File: src/rtl/sobel_pkg.sv
// Shared types and helpers for the streaming Sobel engine.
// Latency: none (types, constants and a combinational clamp function only).
// Backpressure: none; consumers are free-running pipelines.
package sobel_pkg;

  typedef enum logic [1:0] {
    S_IDLE  = 2'd0,
    S_READ  = 2'd1,
    S_FLUSH = 2'd2,
    S_DONE  = 2'd3
  } sobel_state_t;

  // Sobel taps: outer rows/columns weigh 1, the centre row/column weighs 2.
  localparam int KW_SIDE   = 1;
  localparam int KW_CENTRE = 2;

  // Working width of the clamp helper; wide enough for any sane PIX_W.
  localparam int CLAMP_W = 16;

  // Saturate a signed raw gradient into an unsigned pix_w-bit pixel range.
  function automatic logic [CLAMP_W-1:0] clamp_pix(input logic signed [CLAMP_W-1:0] raw,
                                                   input int pix_w);
    logic signed [CLAMP_W-1:0] max_v;
    max_v = CLAMP_W'((1 << pix_w) - 1);
    if (raw < 0)
      return '0;
    else if (raw > max_v)
      return $unsigned(max_v);
    else
      return $unsigned(raw);
  endfunction

endpackage

File: src/rtl/sobel_linebuf.sv
// One-line delay for the Sobel window: output is the sample written DEPTH advances ago.
// Latency: DEPTH enabled cycles; read is combinational from the slot about to be overwritten.
// Backpressure: none; i_en simply freezes the line.
module sobel_linebuf #(
  parameter int DEPTH = 32,
  parameter int WIDTH = 4
) (
  input  logic             clk,
  input  logic             rst,
  input  logic             i_en,
  input  logic [WIDTH-1:0] i_din,
  output logic [WIDTH-1:0] o_dout
);

  localparam int PW = (DEPTH > 1) ? $clog2(DEPTH) : 1;

  logic [WIDTH-1:0] r_mem [DEPTH];
  logic [PW-1:0]    r_ptr;

  assign o_dout = r_mem[r_ptr];

  // Overwrite the oldest sample with the newest one on each advance.
  always_ff @(posedge clk) begin
    if (i_en)
      r_mem[r_ptr] <= i_din;
  end

  // Circular pointer over the DEPTH slots.
  always_ff @(posedge clk or posedge rst) begin
    if (rst)
      r_ptr <= '0;
    else if (i_en)
      r_ptr <= (r_ptr == PW'(DEPTH - 1)) ? '0 : r_ptr + PW'(1);
  end

endmodule

File: src/rtl/sobel_stream.sv
// Streaming 3x3 Sobel: reads a frame in raster order, emits clamped gx/gy (and mag with SOBEL_MAG_EN).
// Latency: result p is valid 2 cycles after the read strobe of pixel p+IMG_W+1; 1 pixel/cycle.
// Backpressure: none; frame memory must answer every cycle and the result sink must always accept.
module sobel_stream
  import sobel_pkg::*;
#(
  parameter int IMG_W  = 32,
  parameter int IMG_H  = 32,
  parameter int PIX_W  = 4,
  parameter int ADDR_W = 10
) (
  input  logic              clk,
  input  logic              rst,
  input  logic              start,
  output logic              busy,
  output logic              done,
  output logic              rd_en,
  output logic [ADDR_W-1:0] rd_addr,
  input  logic [PIX_W-1:0]  rd_data,
  output logic              out_valid,
  output logic [ADDR_W-1:0] out_addr,
  output logic [PIX_W-1:0]  gx,
`ifdef SOBEL_MAG_EN
  output logic [PIX_W-1:0]  mag,
`endif
  output logic [PIX_W-1:0]  gy
);

  localparam int N   = IMG_W * IMG_H;
  localparam int RW  = PIX_W + 4;
  localparam int QW  = $clog2(N + IMG_W + 2);
  localparam int CW  = $clog2(IMG_W);
  localparam int RRW = $clog2(IMG_H);
  localparam logic signed [RW-1:0] K_S = RW'(KW_SIDE);
  localparam logic signed [RW-1:0] K_C = RW'(KW_CENTRE);

  sobel_state_t r_state, w_next;

  logic [ADDR_W-1:0] r_rd_addr, r_res_addr;
  logic [QW-1:0]     r_slot, r_flush;
  logic [CW-1:0]     r_col;
  logic [RRW-1:0]    r_row;
  logic              r_in_vld, r_in_zero;
  logic              w_start, w_flush_slot, w_adv, w_emit, w_border, w_last_out;
  logic [PIX_W-1:0]  w_pix, w_lb_mid, w_lb_top;
  logic [PIX_W-1:0]  r_c1_t, r_c1_m, r_c1_b, r_c2_t, r_c2_m, r_c2_b;
  logic signed [RW-1:0] w_gx_raw, w_gy_raw;

  function automatic logic signed [RW-1:0] sx(input logic [PIX_W-1:0] v);
    return $signed({4'b0000, v});
  endfunction

  // State register.
  always_ff @(posedge clk or posedge rst) begin
    if (rst)
      r_state <= S_IDLE;
    else
      r_state <= w_next;
  end

  // Next state and control strobes; start is only honoured in IDLE.
  always_comb begin
    w_next  = r_state;
    busy    = 1'b0;
    done    = 1'b0;
    rd_en   = 1'b0;
    w_start = 1'b0;
    case (r_state)
      S_IDLE: begin
        if (start) begin
          w_next  = S_READ;
          w_start = 1'b1;
        end
      end
      S_READ: begin
        busy  = 1'b1;
        rd_en = 1'b1;
        if (r_rd_addr == ADDR_W'(N - 1))
          w_next = S_FLUSH;
      end
      S_FLUSH: begin
        busy = 1'b1;
        if (w_last_out)
          w_next = S_DONE;
      end
      S_DONE: begin
        done   = 1'b1;
        w_next = S_IDLE;
      end
      default: w_next = S_IDLE;
    endcase
  end

  assign rd_addr      = r_rd_addr;
  assign w_last_out   = out_valid && (out_addr == ADDR_W'(N - 1));
  // IMG_W+1 zero slots push the last real pixel far enough to centre the final result.
  assign w_flush_slot = (r_state == S_FLUSH) && (r_flush < QW'(IMG_W + 1));
  assign w_adv        = r_in_vld;
  assign w_pix        = r_in_zero ? '0 : rd_data;
  // Slot q completes the neighbourhood of result q-IMG_W-1.
  assign w_emit       = w_adv && (r_slot >= QW'(IMG_W + 1));
  assign w_border     = (r_row == '0) || (r_row == RRW'(IMG_H - 1)) ||
                        (r_col == '0) || (r_col == CW'(IMG_W - 1));

  // Read/flush/result counters and the one-cycle memory-latency alignment.
  always_ff @(posedge clk or posedge rst) begin
    if (rst) begin
      r_in_vld   <= 1'b0;
      r_in_zero  <= 1'b0;
      r_rd_addr  <= '0;
      r_flush    <= '0;
      r_slot     <= '0;
      r_res_addr <= '0;
      r_col      <= '0;
      r_row      <= '0;
    end else begin
      r_in_vld  <= rd_en || w_flush_slot;
      r_in_zero <= w_flush_slot;
      if (w_start) begin
        r_rd_addr  <= '0;
        r_flush    <= '0;
        r_slot     <= '0;
        r_res_addr <= '0;
        r_col      <= '0;
        r_row      <= '0;
      end else begin
        if (rd_en)        r_rd_addr <= r_rd_addr + ADDR_W'(1);
        if (w_flush_slot) r_flush   <= r_flush + QW'(1);
        if (w_adv)        r_slot    <= r_slot + QW'(1);
        if (w_emit) begin
          r_res_addr <= r_res_addr + ADDR_W'(1);
          if (r_col == CW'(IMG_W - 1)) begin
            r_col <= '0;
            r_row <= r_row + RRW'(1);
          end else begin
            r_col <= r_col + CW'(1);
          end
        end
      end
    end
  end

  // Row r-1 feeds from row r, forming the two-line history.
  sobel_linebuf #(.DEPTH(IMG_W), .WIDTH(PIX_W)) u_lb_mid (
    .clk    (clk),
    .rst    (rst),
    .i_en   (w_adv),
    .i_din  (w_pix),
    .o_dout (w_lb_mid)
  );

  sobel_linebuf #(.DEPTH(IMG_W), .WIDTH(PIX_W)) u_lb_top (
    .clk    (clk),
    .rst    (rst),
    .i_en   (w_adv),
    .i_din  (w_lb_mid),
    .o_dout (w_lb_top)
  );

  // Two registered window columns; the right column is the live line-buffer/memory output.
  always_ff @(posedge clk) begin
    if (w_adv) begin
      r_c1_t <= r_c2_t;
      r_c1_m <= r_c2_m;
      r_c1_b <= r_c2_b;
      r_c2_t <= w_lb_top;
      r_c2_m <= w_lb_mid;
      r_c2_b <= w_pix;
    end
  end

  assign w_gx_raw = (K_S * sx(w_lb_top) + K_C * sx(w_lb_mid) + K_S * sx(w_pix))
                  - (K_S * sx(r_c1_t)   + K_C * sx(r_c1_m)   + K_S * sx(r_c1_b));
  assign w_gy_raw = (K_S * sx(r_c1_b)   + K_C * sx(r_c2_b)   + K_S * sx(w_pix))
                  - (K_S * sx(r_c1_t)   + K_C * sx(r_c2_t)   + K_S * sx(w_lb_top));

  // Result register: borders forced to zero, interior clamped.
  always_ff @(posedge clk or posedge rst) begin
    if (rst) begin
      out_valid <= 1'b0;
      out_addr  <= '0;
      gx        <= '0;
      gy        <= '0;
    end else begin
      out_valid <= w_emit;
      if (w_emit) begin
        out_addr <= r_res_addr;
        gx <= w_border ? '0 : PIX_W'(clamp_pix(CLAMP_W'(w_gx_raw), PIX_W));
        gy <= w_border ? '0 : PIX_W'(clamp_pix(CLAMP_W'(w_gy_raw), PIX_W));
      end
    end
  end

`ifdef SOBEL_MAG_EN
  function automatic logic signed [RW:0] abs_ext(input logic signed [RW-1:0] v);
    logic signed [RW:0] e;
    e = (RW + 1)'(v);
    return (e < 0) ? -e : e;
  endfunction

  logic signed [RW:0] w_mag_raw;
  assign w_mag_raw = abs_ext(w_gx_raw) + abs_ext(w_gy_raw);

  // Magnitude registered in step with gx/gy.
  always_ff @(posedge clk or posedge rst) begin
    if (rst)
      mag <= '0;
    else if (w_emit)
      mag <= w_border ? '0 : PIX_W'(clamp_pix(CLAMP_W'(w_mag_raw), PIX_W));
  end
`else
  // Magnitude path not built.
`endif

endmodule

File: config.mk
export PLATFORM = sky130hd
export DESIGN_NAME = sobel_stream
export DESIGN_NICKNAME = d
export VERILOG_FILES = /design/src/rtl/sobel_pkg.sv /design/src/rtl/sobel_linebuf.sv /design/src/rtl/sobel_stream.sv
export SDC_FILE = /design/constraint.sdc
export NUM_CORES = 1
export LEC_CHECK = 0
export BUFFER_PORTS_ARGS = -buffer_cell sky130_fd_sc_hd__buf_2
export CAP_MARGIN = 20
export CORE_UTILIZATION = 48
export CTS_CLUSTER_SIZE = 16
export DETAILED_ROUTE_END_ITERATION = 10
export PLACE_DENSITY = 0.73
export SLEW_MARGIN = 40
export SYNTH_ARGS = -nofsm -noshare
export SYNTH_HDL_FRONTEND = slang
export SYNTH_HIERARCHICAL = 1
export SYNTH_SLANG_ARGS = --single-unit
File: constraint.sdc
create_clock -name clk -period 4.6 [get_ports clk]
set_input_delay 0 -clock clk [delete_from_list [all_inputs] [get_ports clk]]
set_output_delay 0 -clock clk [all_outputs]
set_load 0.05 [all_outputs]
==> results.yml <==
route:
  vias_per_cell: 5.65
  drt_iter0_drc: 746
  via_count: 10500
  wl_per_cell_um: 19.4
  wirelength_um: 36200
  drtAntennaViolNets: 0
  drt-pass1-iter-count: 5
  drc: 0
floorplan:
  core_region_area_um2: 33800
  die-area_um2: 35400
  dieWidth_um: 188
  start_util: 0.493
  die_y_um: 188
  num_rows: 67
  io_pins: 39
synth:
  yosysSeqAreaShare: 0.633
  ys_types: 65
  ys_seq_elements: 365
  synth_nets: 1298
  synth_area_um2: 16600
  synthTopCellsByArea: "edfxtp_1, dfrtp_1, mux2i_1, fa_1, ha_1"
  yosys.area.top_type: "edfxtp_1"
  yosysTopAreaCellShare: 0.505
  synthArstFlopShare: 0.233
  yosys-top-cells-count: "edfxtp_1, mux2i_1, nor2_1"
  netlist_instances: 1220
  synth_top_flop_cell: "edfxtp_1"
  yosys_warnings: 6
  yosysMostFrequentCell: "edfxtp_1"
  synth_area_per_cell_um2: 13.6
  synth-edff-count: 280
cts:
  clockBufferDepth: 3
  cts.sinks: 365
  cts_tree: "done"
  cts_root_buf: "clkbuf_16"
  cts.clk_slew.worst_paths_ns: 0.06
  insertion_delay_ns: 0.54
  numCtsBuffers: 39
  htreeDepth: 2
sta:
  finClkSkew_ns: 0.0365
  period_needed_ns: 4.69
  finalCritPeriodShare: 1.02
  worst_pin_slew_ns: 0.746
  rsz0062_at_grt: "true"
  timing.slew.headroom: 0.499
  setup_ws_ns: -0.0911
  fmax_mhz: 213
  slew_viol_final: 0
  hold_viol_final: 0
  setup_violations: 4
  tns_ns: -0.252
placement:
  io_buffers: 38
  place_area_um2: 17900
  dpl.hpwl_um: 22400
  place_congestion: 0.826
grt:
  grt_max_degree: 76
  grt_pass1_wl_um: 55800
  first_global_vias: 10400
  grt_overflow: 0
  antenna_found_initial: 0
  grt_use_total: 0.199
finish:
  fillers: 2432
  nets: 1467
  syn2layout_area_growth_pct: 22.9
  stdcell_area_um2: 20500
  multi_input_area_um2: 6300
  register_area_um2: 10600
  diodes: 0
  drive_gt1_frac: 0.263
run:
  max_cap_viol_count: 0
worst_hold_path:
  hp-start: "rd_data[3]"
  whs_endpoint: "r_c2_b[3]"
  hold_class: "input port to flop"
  holdPathStages: 3
run_status:
  status: "finished with violations"
  violations: "setup timing"
worst_setup_path:
  cp.required_ns: 5.04
  critical_path_class: "flop to flop"
  rr_startpoint: "u_lb_top/r_ptr[3]"
  worstPathArrival_ns: 5.13
  worstPathMaxFanout: 7
  crit_path_end_kind: "flop"
  rr_endpoint: "gy[3]"
  critPathLaunchType: "flop"
  r2r_cells: 19
  r2r_setup_slack_ns: -0.09
routing by layer:
| layer | wire (um) | up-vias | GRT usage |
|---|---|---|---|
| met4 | 1230 | 0 | 0.0732 |
| li1 | - | 4863 | - |
| met2 | 17900 | 338 | 0.336 |
| met1 | 15300 | 5256 | 0.262 |
| met5 | 0 | - | 0 |
| met3 | 1790 | 84 | 0.0309 |
critical path, stage by stage (launching register included):
cell and delay, ns:
dfrtp_2 0.46, buf_6 0.15, buf_6 0.11, buf_6 0.11, nand4b_1 0.25, o22ai_2 0.26
nor4_2 0.08, nand2_2 0.11, inv_2 0.06, fa_1 0.51, inv_2 0.04, fa_1 0.47
fa_1 0.53, inv_2 0.05, fa_2 0.41, a211oi_4 0.26, mux2_4 0.33, a22oi_2 0.19
nor2_1 0.08, o21ai_1 0.13
cell usage in the layout (no fill, tap or decap), types with 18 or more instances in the layout:
master     instances
buf_2             39
mux2i_1          102
inv_1             62
o22ai_2           19
a21oi_1           21
ha_1              34
nor2_1            88
nand3_1           19
clkbuf_16         41
buf_4            104
dfrtp_1           74
buf_6             18
nand2_1           76
edfxtp_1         280
fa_1              27
o22ai_1           33
nor3_1            28
cell type report:
type,instances,area share
Tap cell,448,0.0274
Inverter,77,0.0144
Multi-Input combinational cell,729,0.308
Clock inverter,17,0.00826
Clock buffer,54,0.0530
Sequential cell,365,0.516
Timing Repair Buffer,177,0.0728
what timing repair did:
action	CTS	global route
pin swaps	37	51
hold endpoints to repair	87	0
hold buffers	3	0
setup buffers	24	21
setup endpoints to repair	8	8
resized for setup	96	87
gates cloned	3	1
kinds of logic after synthesis:
| logic type | count (synthesis) | share of synthesized area |
|---|---|---|
| DFF | 365 | 0.633 |
| and+or+nand+nor | 344 | 0.109 |
| AOI/OAI and AO/OA | 155 | 0.0609 |
| muxes | 135 | 0.0815 |
| buffers and inverters | 126 | 0.0362 |
| adders and majority gates | 71 | 0.0669 |
| xor gates and xnor gates | 24 | 0.0126 |
sequential cells by signal, indices dropped and copies added, names as in the netlist, 5 cells and up:
name	flops
out_addr	10
rd_addr	10
u_lb_mid/r_ptr	5
r_slot	11
u_lb_mid/r_mem	128
u_lb_top/r_mem	128
r_col	5
r_res_addr	10
u_lb_top/r_ptr	5
r_row	5
r_flush	11
worst max-delay path by stage:
stage	slack (ns)	depth (start not counted)	endpoint	from
2_1_floorplan	0.002	17	gy[0]	u_lb_top/r_ptr[4]
6_report	-0.09	19	gy[3]	u_lb_top/r_ptr[3]
4_1_cts	0.0008	20	gx[0]	u_lb_top/r_ptr[3]
5_1_grt	-0.24	19	gy[3]	u_lb_top/r_ptr[3]
3_5_place_dp	-0.31	17	gy[0]	u_lb_top/r_ptr[4]
3_3_place_gp	-0.22	17	gy[0]	u_lb_top/r_ptr[4]
through the flow:
step	utilization	hold WS [ns]	worst slack, ns	instances
global placement	0.529	-0.0197	-0.218	1747
detailed placement	0.529	-0.0166	-0.310	1747
floorplan	-	-0.221	0.00209	1220
CTS	0.588	0.0614	0.000820	1846
finish	0.605	0.0635	-0.0911	1867
global route	0.605	0.0924	-0.236	1867
Power is not shown: default switching activity piles up to over one toggle a cycle in this logic, so the estimate is an artifact.
